<file path="src/rtl/vga_timing_gen.sv">
// 640x480@60 raster timing generator: clock divider to a pixel strobe, sync pulses,
// data-enable, active-area coordinates and line/frame start markers.
module vga_timing_gen #(
    parameter int unsigned CLK_DIV  = 2,
    parameter int unsigned H_SYNC   = 96,
    parameter int unsigned H_BACK   = 48,
    parameter int unsigned H_ACTIVE = 640,
    parameter int unsigned H_FRONT  = 16,
    parameter int unsigned V_SYNC   = 2,
    parameter int unsigned V_BACK   = 33,
    parameter int unsigned V_ACTIVE = 480,
    parameter int unsigned V_FRONT  = 10
) (
    input  logic       clk,
    input  logic       rst,
    output logic       pix_en,
    output logic       hsync,
    output logic       vsync,
    output logic       de,
    output logic [9:0] pix_x,
    output logic [9:0] pix_y,
    output logic       line_start,
    output logic       frame_start
);

    localparam int unsigned H_TOTAL = H_SYNC + H_BACK + H_ACTIVE + H_FRONT;
    localparam int unsigned V_TOTAL = V_SYNC + V_BACK + V_ACTIVE + V_FRONT;
    localparam int unsigned DIV_W   = (CLK_DIV > 1) ? $clog2(CLK_DIV) : 1;

    localparam logic [DIV_W-1:0] DIV_LAST = DIV_W'(CLK_DIV - 1);
    localparam logic [9:0] H_LAST     = 10'(H_TOTAL - 1);
    localparam logic [9:0] V_LAST     = 10'(V_TOTAL - 1);
    localparam logic [9:0] H_SYNC_END = 10'(H_SYNC);
    localparam logic [9:0] V_SYNC_END = 10'(V_SYNC);
    localparam logic [9:0] H_DE_BEG   = 10'(H_SYNC + H_BACK);
    localparam logic [9:0] H_DE_END   = 10'(H_SYNC + H_BACK + H_ACTIVE);
    localparam logic [9:0] V_DE_BEG   = 10'(V_SYNC + V_BACK);
    localparam logic [9:0] V_DE_END   = 10'(V_SYNC + V_BACK + V_ACTIVE);

    logic [DIV_W-1:0] div_cnt;
    logic [9:0]       h_cnt;
    logic [9:0]       v_cnt;
    logic [9:0]       h_next;
    logic [9:0]       v_next;
    logic             h_act;
    logic             v_act;
    logic             de_d;
    logic [9:0]       pix_x_d;
    logic [9:0]       pix_y_d;

    always_ff @(posedge clk or posedge rst) begin
        if (rst) begin
            div_cnt <= '0;
            pix_en  <= 1'b0;
        end else begin
            pix_en <= (div_cnt == DIV_LAST);
            if (div_cnt == DIV_LAST)
                div_cnt <= '0;
            else
                div_cnt <= div_cnt + 1'b1;
        end
    end

    // h_cnt/v_cnt hold the pixel to be presented on the next strobe, so the
    // first strobe after reset presents (0,0) with no pipeline offset.
    always_comb begin
        h_next  = h_cnt + 10'd1;
        v_next  = v_cnt;
        if (h_cnt == H_LAST) begin
            h_next = '0;
            v_next = (v_cnt == V_LAST) ? '0 : v_cnt + 10'd1;
        end
        h_act   = (h_cnt >= H_DE_BEG) && (h_cnt < H_DE_END);
        v_act   = (v_cnt >= V_DE_BEG) && (v_cnt < V_DE_END);
        de_d    = h_act && v_act;
        pix_x_d = de_d ? (h_cnt - H_DE_BEG) : '0;
        pix_y_d = de_d ? (v_cnt - V_DE_BEG) : '0;
    end

    always_ff @(posedge clk or posedge rst) begin
        if (rst) begin
            h_cnt       <= '0;
            v_cnt       <= '0;
            hsync       <= 1'b1;
            vsync       <= 1'b1;
            de          <= 1'b0;
            pix_x       <= '0;
            pix_y       <= '0;
            line_start  <= 1'b0;
            frame_start <= 1'b0;
        end else if (pix_en) begin
            h_cnt       <= h_next;
            v_cnt       <= v_next;
            hsync       <= !(h_cnt < H_SYNC_END);
            vsync       <= !(v_cnt < V_SYNC_END);
            de          <= de_d;
            pix_x       <= pix_x_d;
            pix_y       <= pix_y_d;
            line_start  <= (h_cnt == '0);
            frame_start <= (h_cnt == '0) && (v_cnt == '0);
        end
    end

endmodule

</file>
<file path="config.mk">
export PLATFORM = sky130hd
export DESIGN_NAME = vga_timing_gen
export DESIGN_NICKNAME = d
export VERILOG_FILES = /design/src/rtl/vga_timing_gen.sv
export SDC_FILE = /design/constraint.sdc
export NUM_CORES = 1
export LEC_CHECK = 0
export BUFFER_PORTS_ARGS = -buffer_cell sky130_fd_sc_hd__buf_2
export CORE_MARGIN = 4
export CORE_UTILIZATION = 58
export DETAILED_ROUTE_END_ITERATION = 6
export GPL_ROUTABILITY_DRIVEN = 0
export PLACE_DENSITY_LB_ADDON = 0.08
export SYNTH_ARGS = -nofsm -noshare
export SYNTH_HDL_FRONTEND = slang
export SYNTH_SLANG_ARGS = --single-unit
</file>
<file path="constraint.sdc">
create_clock -name clk -period 2.9 [get_ports clk]
set_clock_uncertainty 0.2 [all_clocks]
set_input_delay 0.145 -clock clk [delete_from_list [all_inputs] [get_ports clk]]
set_output_delay 0.145 -clock clk [all_outputs]
set_load 0.005 [all_outputs]
</file>
==> results.toml, run 1 <==
[cts]
clkTransAtPathRegs_ns = 0.08
post_cts_resized = 0
cts.path.max_buffers = 2
cts_inserted_buffers = 5
tritoncts = "built"
cts_root_buffer = "clkbuf_8"
clk_latency_ns = 0.30
cts_setup_buffers = 0
h-tree-depth = 2
clock_sinks = 47

[route]
drcViolationCount = 0
drtIter0Drc = 143
avgRoutedWirePerCell_um = 16.6
first_pass_iters = 4
viasPerCell = 5.89
via_count = 1767
wl_um = 4980
drtAntennaViolNets = 0

[critical_path]
cp.required_ns = 2.84
cp.arrival_ns = 2.39
timing.rr.end = "de"
r2r_start = "v_cnt[0]"
crit_fanout = 17
path_class = "reg2reg"
r2r_slack_ns = 0.45
cp-start-kind = "register"
reg2reg_depth = 5
crit_path_end_kind = "register"

[final_layout]
antenna-diode-count = 0
fin_cells = 300
final_nets = 260
syn2layout_area_growth_pct = 9.49
mostFrequentLayoutCells = "45 x dfrtp_1, 27 x buf_2, 18 x nand2_1"
final_common_cell = "dfrtp_1"
fill_cells = 323
layout-drive-gt1-share_pct = 22.4

[sta]
grt_setup_unrepaired = "false"
period_share_pct = 84.5
period_needed_ns = 2.45
fin_setup_tns_ns = 0
setup_violations = 0
hold_violations = 0
relSlewSlack_pct = 36.9
slew_violations = 0
max_slew.worst_pin.slew_ns = 0.945
fmax_mhz = 408

[pwr]
power.switching_mw = 0.220
power_density_mw_per_mm2 = 384
p_leak_nw = 1.27
seq_power_share_pct = 62.9
p_clk_share_pct = 35.8
switching_share_pct = 21.1
p_int_mw = 0.821
power_frac_comb_pct = 1.3
ir_drop_mv = 0.360

[synthesis]
synth_cell_types = 45
synth.avg_cell_area_um2 = 10.8
synthesis.nets = 239
synth_xor_area_share_pct = 7.42
ys_seq_area_share_pct = 47.6
synthFlopType = "dfrtp_1"
synthCells = 229
synth_fa_ha_area_share_pct = 4.04
synth_seq_cells = 47
synth_edf_count = 0
yosysWarnings = 0
netlist_area_mm2 = 0.00248
synthSimpleGateAreaFrac_pct = 15.4
synth_compound_area_share_pct = 19.8
synth_top_family_by_area = "compound AO/OA/AOI/OAI gates"
synthMuxAreaShare_pct = 0.808
synthArstFlopShare_pct = 100

[placed_design]
dp_hpwl_um = 3470
io_buffer_count = 27
placedCellCount = 292

[worst_hold_path]
min_from = "div_cnt"
hold_end = "pix_en"
hold-path-cell-count = 0
min_path_type = "reg2reg"

[grt]
grt_pass1_wl_um = 8740
overflow = 0
grt_pass1_vias = 1747
grt_use_total_pct = 21.2
grt_max_degree = 48
antenna_found_initial = 0

[floorplan]
die_w_um = 73.4
core.rowCount = 23
die_y_um = 73.4
ios = 28
die_area_mm2 = 0.00538
core_mm2 = 0.00406
start_util_pct = 61.1

[job]
maxCapViolations = 0

[run_status]
status = "finished clean"
cells in the mapped netlist (8+ instances only):
cell       instances  area (um^2)
ha_1               8          100
dfrtp_1           45         1130
nor3_1             8         40.0
nor2_1            10         37.5
o2bb2ai_1          8         70.1
clkbuf_1          13         48.8
inv_1             14         52.6
o21ai_0            8         40.0
nand2_1           18         67.6
nand3_1            8         40.0
o2bb2ai_2          9          135
xnor2_1           15          131
kinds of logic after synthesis:
kind of cell | Yosys count
mux | 2
flops | 47
simple gates | 71
xor+xnor | 21
buf+inv | 30
fa+ha+maj | 8
compound gates | 50
per-stage QoR:
stage / power [mW] / worst slack, ns / util (%) / instance area [um^2] / hold WS, ns
after floorplan: 0.677 / 0.810 / - / 2480 / 0.154
after global placement: 0.682 / 0.566 / 64.6 / 2620 / 0.162
after detailed placement: 0.682 / 0.481 / 64.6 / 2620 / 0.167
after CTS: 1.06 / 0.473 / 66.9 / 2710 / 0.187
after global routing: 1.09 / 0.293 / 66.9 / 2710 / 0.208
final: 1.04 / 0.450 / 66.9 / 2710 / 0.187
registers in the layout (all words and copies together), names as in the netlist:
register	count
de	1
pix_en	1
line_start	1
frame_start	1
v_cnt	10
pix_x	10
hsync	1
h_cnt	10
pix_y	10
vsync	1
div_cnt	1
routing by layer:
| metal | track usage (%) | up-vias | routed length [um] |
|---|---|---|---|
| met2 | 32.9 | 30 | 2410 |
| met5 | 0 | - | 0 |
| met1 | 30.1 | 875 | 2330 |
| met4 | 6.04 | 0 | 63 |
| li1 | - | 856 | - |
| met3 | 4.51 | 6 | 176 |
worst max-delay path by stage:
stage / startpoint / to
after floorplan: v_cnt[0] / pix_y[5]
after global placement: v_cnt[0] / pix_x[9]
after detailed placement: v_cnt[0] / de
after CTS: v_cnt[0] / de
after global routing: v_cnt[0] / de
final: v_cnt[0] / de
worst max-delay path: stages (launching register included):
cell and delay [ns]:
dfrtp_1 0.51, ha_1 0.38, o41ai_4 0.47, o221ai_4 0.18
o211ai_4 0.34, o21ai_0 0.20
repair_timing:
action,CTS,global route
setup endpoints to repair,0,0
hold buffers,1,0
endpoints found under the hold margin,45,0
power groups by stage:
stage	Clock, mW	Combinational (mW)	Sequential [mW]
6_report	0.372	0.0136	0.655
4_1_cts	0.390	0.0147	0.655
2_1_floorplan	0	0.00958	0.668
3_5_place_dp	0	0.0137	0.668
5_1_grt	0.420	0.0166	0.655
3_3_place_gp	0	0.0138	0.668
cell type report:
cell class	instances	area, um^2	share of cell area, %
multi-input cells	152	1180	43.4
well taps	50	62.6	2.31
flip-flops and latches	47	1180	43.5
repair buffers	30	160	5.90
inverters	14	52.6	1.94
clock buffers	5	68.8	2.54
clock inverters	2	13.8	0.507
Power figures use the tool's default switching activity.
==> run 2, diff against run 1 <==
--- a/config.mk
+++ b/config.mk
@@ -7,7 +7,7 @@
 export LEC_CHECK = 0
 export BUFFER_PORTS_ARGS = -buffer_cell sky130_fd_sc_hd__buf_2
 export CORE_MARGIN = 4
-export CORE_UTILIZATION = 58
+export CORE_UTILIZATION = 52
 export DETAILED_ROUTE_END_ITERATION = 6
 export GPL_ROUTABILITY_DRIVEN = 0
 export PLACE_DENSITY_LB_ADDON = 0.08
==> constraint.sdc (replaced) <==
create_clock -name clk -period 2.1 [get_ports clk]
set_clock_uncertainty 0.2 [all_clocks]
set_input_delay 0.105 -clock clk [delete_from_list [all_inputs] [get_ports clk]]
set_output_delay 0.105 -clock clk [all_outputs]
set_load 0.005 [all_outputs]
==> run 2 against run 1 <==
Compared with the run above:
- count of clock-buffer cells in the layout increased by 1
- core utilization increased by 0.32 points
- die area increased by 10%
- clock power increased by 45%
- worst hold slack got worse by 0.0024 ns
- largest cell class is now multi-input combinational cells
- critical path type unchanged
- global-route usage decreased by 1.5 points
- non-clock buffer count increased by 34
- routed wire length increased by 11%
- sequential share of layout area decreased by 4.2 points
- worst setup slack got worse by 0.36 ns
- highest routed layer unchanged
==> results.toml, run 2 (synthesis gave the netlist of run 1 again) <==
[pwr]
ir_drop_mv = 0.301
switching_share_pct = 22.1
power_frac_comb_pct = 1.4
total_power_mw = 1.46
p_leak_nw = 1.43
p_int_mw = 1.14
power.switching_mw = 0.323
p_clk_share_pct = 36.8
power_density_mw_per_mm2 = 487
seq_power_share_pct = 61.8

[final_layout]
antenna-diode-count = 0
fill_cells = 340
final_nets = 294
mostFrequentLayoutCells = "45 x dfrtp_1, 34 x buf_4, 27 x buf_2"
final_common_cell = "dfrtp_1"
syn2layout_area_growth_pct = 21.3
final_util_pct = 67.2
layout-drive-gt1-share_pct = 33.7
fin_area_mm2 = 0.00301

[route]
drtIter0Drc = 106
wl_um = 5540
drcViolationCount = 0
first_pass_iters = 4
avgRoutedWirePerCell_um = 16.4
viasPerCell = 5.70
drtAntennaViolNets = 0
via_count = 1921

[floorplan]
ios = 28
die_y_um = 77.0
start_util_pct = 55.4
core_mm2 = 0.00447
die_w_um = 77.0
die_area_mm2 = 0.00593
core.rowCount = 24

[run_status]
status = "finished clean"

[critical_path]
cpMaxStageDelayCell = "dfrtp_1"
crit_path_end_kind = "register"
crit_fanout = 6
cp_cell_sequence = "inv_1 -> ha_1 -> nor3b_2 -> and4b_1 -> o211ai_4 -> buf_4 -> o2bb2ai_1"
cp.arrival_ns = 2.00
cp-start-kind = "register"
path_class = "reg2reg"
cp.required_ns = 2.09
critical_path.max_stage_delay_ns = 0.42

[sta]
hold_violations = 0
period_needed_ns = 2.01
max_slew.worst_pin.slew_ns = 0.600
setup_violations = 0
relSlewSlack_pct = 60.0
fin_setup_tns_ns = 0
slew_violations = 0
fmax_mhz = 497
period_share_pct = 95.7

[cts]
cts_root_buffer = "clkbuf_8"
clock_sinks = 47
cts.path.max_buffers = 2
h-tree-depth = 2
tritoncts = "built"
clk_latency_ns = 0.30
cts_inserted_buffers = 5
clkTransAtPathRegs_ns = 0.09

[grt]
grt_pass1_vias = 1945
grt_use_total_pct = 19.7
antenna_found_initial = 0
overflow = 0
grt_max_degree = 48
grt_pass1_wl_um = 9350

[placed_design]
io_buffer_count = 27
post_dp_cell_area_mm2 = 0.00286
dp_hpwl_um = 4050

[job]
maxCapViolations = 0

[worst_hold_path]
min_path_type = "reg2reg"
==> run 2: changes by cell type in the layout (fill, tap and decap cells not counted), moves of 2 or more <==
cell	before	now
ha_2	0	2
buf_4	2	34
buf_6	0	2
ha_1	8	6
==> run 2: worst max-delay path: cells and delay by family, from the launching register on <==
kind	cells	cell delay [ns]
compound gates	2	0.35
simple gates	2	0.43
buf+inv	2	0.29
flops	1	0.42
fa+ha+maj	1	0.21
==> run 2: power by group through the flow <==
stage	clock network, mW	logic, mW	registers [mW]
finish	0.538	0.0212	0.904
global route	0.581	0.0255	0.904
CTS	0.548	0.0224	0.904
detailed placement	0	0.0211	0.922
global placement	0	0.0209	0.922
floorplan	0	0.0132	0.922
==> run 2: area by class of cell <==
| cell class | count | area (um^2) | area share, % |
|---|---|---|---|
| Clock buffer | 6 | 72.6 | 2.41 |
| Clock inverter | 2 | 12.5 | 0.416 |
| Inverter | 14 | 52.6 | 1.75 |
| Multi-Input combinational cell | 152 | 1200 | 40.0 |
| Sequential cell | 47 | 1180 | 39.2 |
| Tap cell | 52 | 65.1 | 2.16 |
| Timing Repair Buffer | 64 | 423 | 14.1 |
==> run 2: worst paths after layout <==
path	to	start	cells after the start	slack, ns
max	pix_y[8]	h_cnt[0]	7	0.09
min	pix_en	div_cnt	0	0.18
max reg2reg	pix_y[8]	h_cnt[0]	7	0.09
min reg2reg	pix_en	div_cnt	0	0.18
max in group asynchronous	pix_y[8]	rst	4	0.99
min in group asynchronous	pix_y[4]	rst	4	0.29
==> run 2: per-stage QoR <==
stage / hold WS, ns / cells / setup WS, ns
6_report: 0.185 / 337 / 0.0897
5_1_grt: 0.209 / 337 / -0.0145
4_1_cts: 0.189 / 335 / 0.0409
3_5_place_dp: 0.0943 / 326 / 0.0694
3_3_place_gp: 0.0915 / 326 / 0.106
2_1_floorplan: 0.154 / 229 / 0.00951
==> run 2: repair_timing <==
item,CTS,global route
gates resized for setup,0,8
hold buffers,1,0
endpoints found under the setup margin,0,24
setup buffers,0,2
endpoints found under the hold margin,45,0
==> run 2: metal layers <==
metal,GRT usage (%),part of all wire [%],up-vias
li1,-,-,930
met1,27.6,46,929
met2,31.5,48,54
met3,2.81,4.3,8
met4,6.41,1.3,0
met5,0,0,-
==> run 3, diff against run 2 <==
--- a/config.mk
+++ b/config.mk
@@ -6,7 +6,7 @@
 export NUM_CORES = 1
 export LEC_CHECK = 0
 export BUFFER_PORTS_ARGS = -buffer_cell sky130_fd_sc_hd__buf_2
-export CORE_MARGIN = 4
+export CORE_MARGIN = 2
 export CORE_UTILIZATION = 52
 export DETAILED_ROUTE_END_ITERATION = 6
 export GPL_ROUTABILITY_DRIVEN = 0
==> run 3 against run 2 <==
Compared with the run above:
- flip-flop and latch count unchanged
- core utilization decreased by 3.0 points
- via count decreased by 1.2%
- combinational power increased by 13%
- sequential power about the same
- worst setup slack got worse by 0.013 ns
- die area decreased by 10%
==> results.toml, run 3 (synthesis gave the netlist of run 1 again) <==
[route]
drtIter0Drc = 98
top_layer = "met4"
routed-wl-met2_um = 2570
via_count = 1897
avgRoutedWirePerCell_um = 15.7
first_pass_iters = 4
viasPerCell = 5.70
drt-met1-wl_um = 2360
drcViolationCount = 0
routed-wl-met3_um = 178
wl_um = 5220
drtAntennaViolNets = 0

[floorplan]
core_mm2 = 0.00466
die_area_mm2 = 0.00533
ios = 28
die_y_um = 73.0
die_w_um = 73.0
core.rowCount = 25
start_util_pct = 53.2

[final_layout]
antenna-diode-count = 0
final_nets = 288
fin_cells = 333
layout-drive-gt1-share_pct = 31.2
syn2layout_area_growth_pct = 20.8
final_common_cell = "dfrtp_1"
mostFrequentLayoutCells = "45 x dfrtp_1, 28 x buf_4, 27 x buf_2"

[sta]
relSlewSlack_pct = 40.8
grt_setup_unrepaired = "false"
fin_setup_tns_ns = 0
fmax_mhz = 494
period_share_pct = 96.4
slew_violations = 0
period_needed_ns = 2.02
setup_violations = 0
hold_violations = 0
max_slew.worst_pin.slew_ns = 0.886

[cts]
h-tree-depth = 2
cts_inserted_buffers = 5
clkTransAtPathRegs_ns = 0.09
clk_latency_ns = 0.30
cts_root_buffer = "clkbuf_8"
cts.path.max_buffers = 2
clock_sinks = 47
tritoncts = "built"

[placed_design]
placedCellCount = 323
dp_hpwl_um = 3880
io_buffer_count = 27

[critical_path]
path_class = "reg2reg"
critical_path.max_stage_delay_ns = 0.38
cp_cell_sequence = "buf_4 -> ha_1 -> and4_1 -> nand3_2 -> nor4_1 -> xor2_1"
cp-start-kind = "register"
cpMaxStageDelayCell = "nor4_1"
crit_path_end_kind = "register"
crit_fanout = 7
cp.required_ns = 2.13
cp.arrival_ns = 2.05

[grt]
grt_pass1_vias = 1843
overflow = 0
antenna_found_initial = 0
grt_max_degree = 26
grt_use_total_pct = 21.3
grt_pass1_wl_um = 8690

[pwr]
p_leak_nw = 1.43
ir_drop_mv = 0.401
power_density_mw_per_mm2 = 544

[worst_hold_path]
min_path_type = "in2async"

[run_status]
status = "finished clean"

[job]
maxCapViolations = 0
==> run 3: cell count changes in the layout (fill, tap and decap cells not counted), sizes merged <==
cell	before	now
clkinv	1	0
buf	63	57
inv	14	15
bufinv	0	1
clkinvlp	1	0
==> run 3: per-stage QoR <==
step | hold slack, ns | util [%] | power [mW] | cell area [um^2] | setup slack (ns)
6_report | 0.175 | 64.2 | 1.63 | 2990 | 0.0765
3_3_place_gp | -0.0352 | 60.9 | 0.946 | 2840 | 0.113
5_1_grt | 0.209 | 64.2 | 1.69 | 2990 | 0.0101
3_5_place_dp | -0.0276 | 60.9 | 0.947 | 2840 | 0.0706
2_1_floorplan | 0.154 | - | 0.935 | 2480 | 0.00951
4_1_cts | 0.181 | 63.8 | 1.65 | 2970 | 0.0575
==> run 3: cell type report <==
cell class | count | area, um^2
Fill cell | 393 | 1670
Multi-Input combinational cell | 152 | 1180
Sequential cell | 47 | 1180
Timing Repair Buffer | 58 | 387
Clock buffer | 6 | 82.6
Tap cell | 54 | 67.6
Inverter | 14 | 52.6
Clock inverter | 2 | 38.8
==> run 3: layer usage <==
layer | global-route usage [%] | up-vias
met1 | 28.8 | 933
met5 | 0 | -
met4 | 9.26 | 0
met3 | 4.83 | 12
met2 | 32.7 | 34
li1 | - | 918
==> run 3: timing repair <==
item                       4_1_cts  5_1_grt
setup endpoints to repair        0        3
buffers inserted                 0        1
hold buffers                     1        0
hold endpoints to repair        22        0
gates resized for setup          0        3
==> run 3: path summary, 6_finish.rpt <==
check                          from  endpoint  slack [ns]  depth (start not counted)
max                        h_cnt[0]  v_cnt[8]        0.08                          6
min                             rst    pix_en        0.18                          3
max reg2reg                h_cnt[0]  v_cnt[8]        0.08                          6
min reg2reg                 div_cnt    pix_en        0.19                          0
max in group asynchronous       rst     vsync        0.95                          4
min in group clk            div_cnt    pix_en        0.19                          0
==> run 3: critical path: cells and delay by family, from the launching register on <==
kind	cells	cell delay, ns
xor gates and xnor gates	1	0.17
adders and majority gates	1	0.18
buffers and inverters	1	0.13
DFF	1	0.37
and+or+nand+nor	3	0.89
==> run 3: power breakdown <==
part	internal (mW)	switching, mW
Combinational	0.00576	0.0181
Sequential	0.904	0
Clock	0.392	0.307
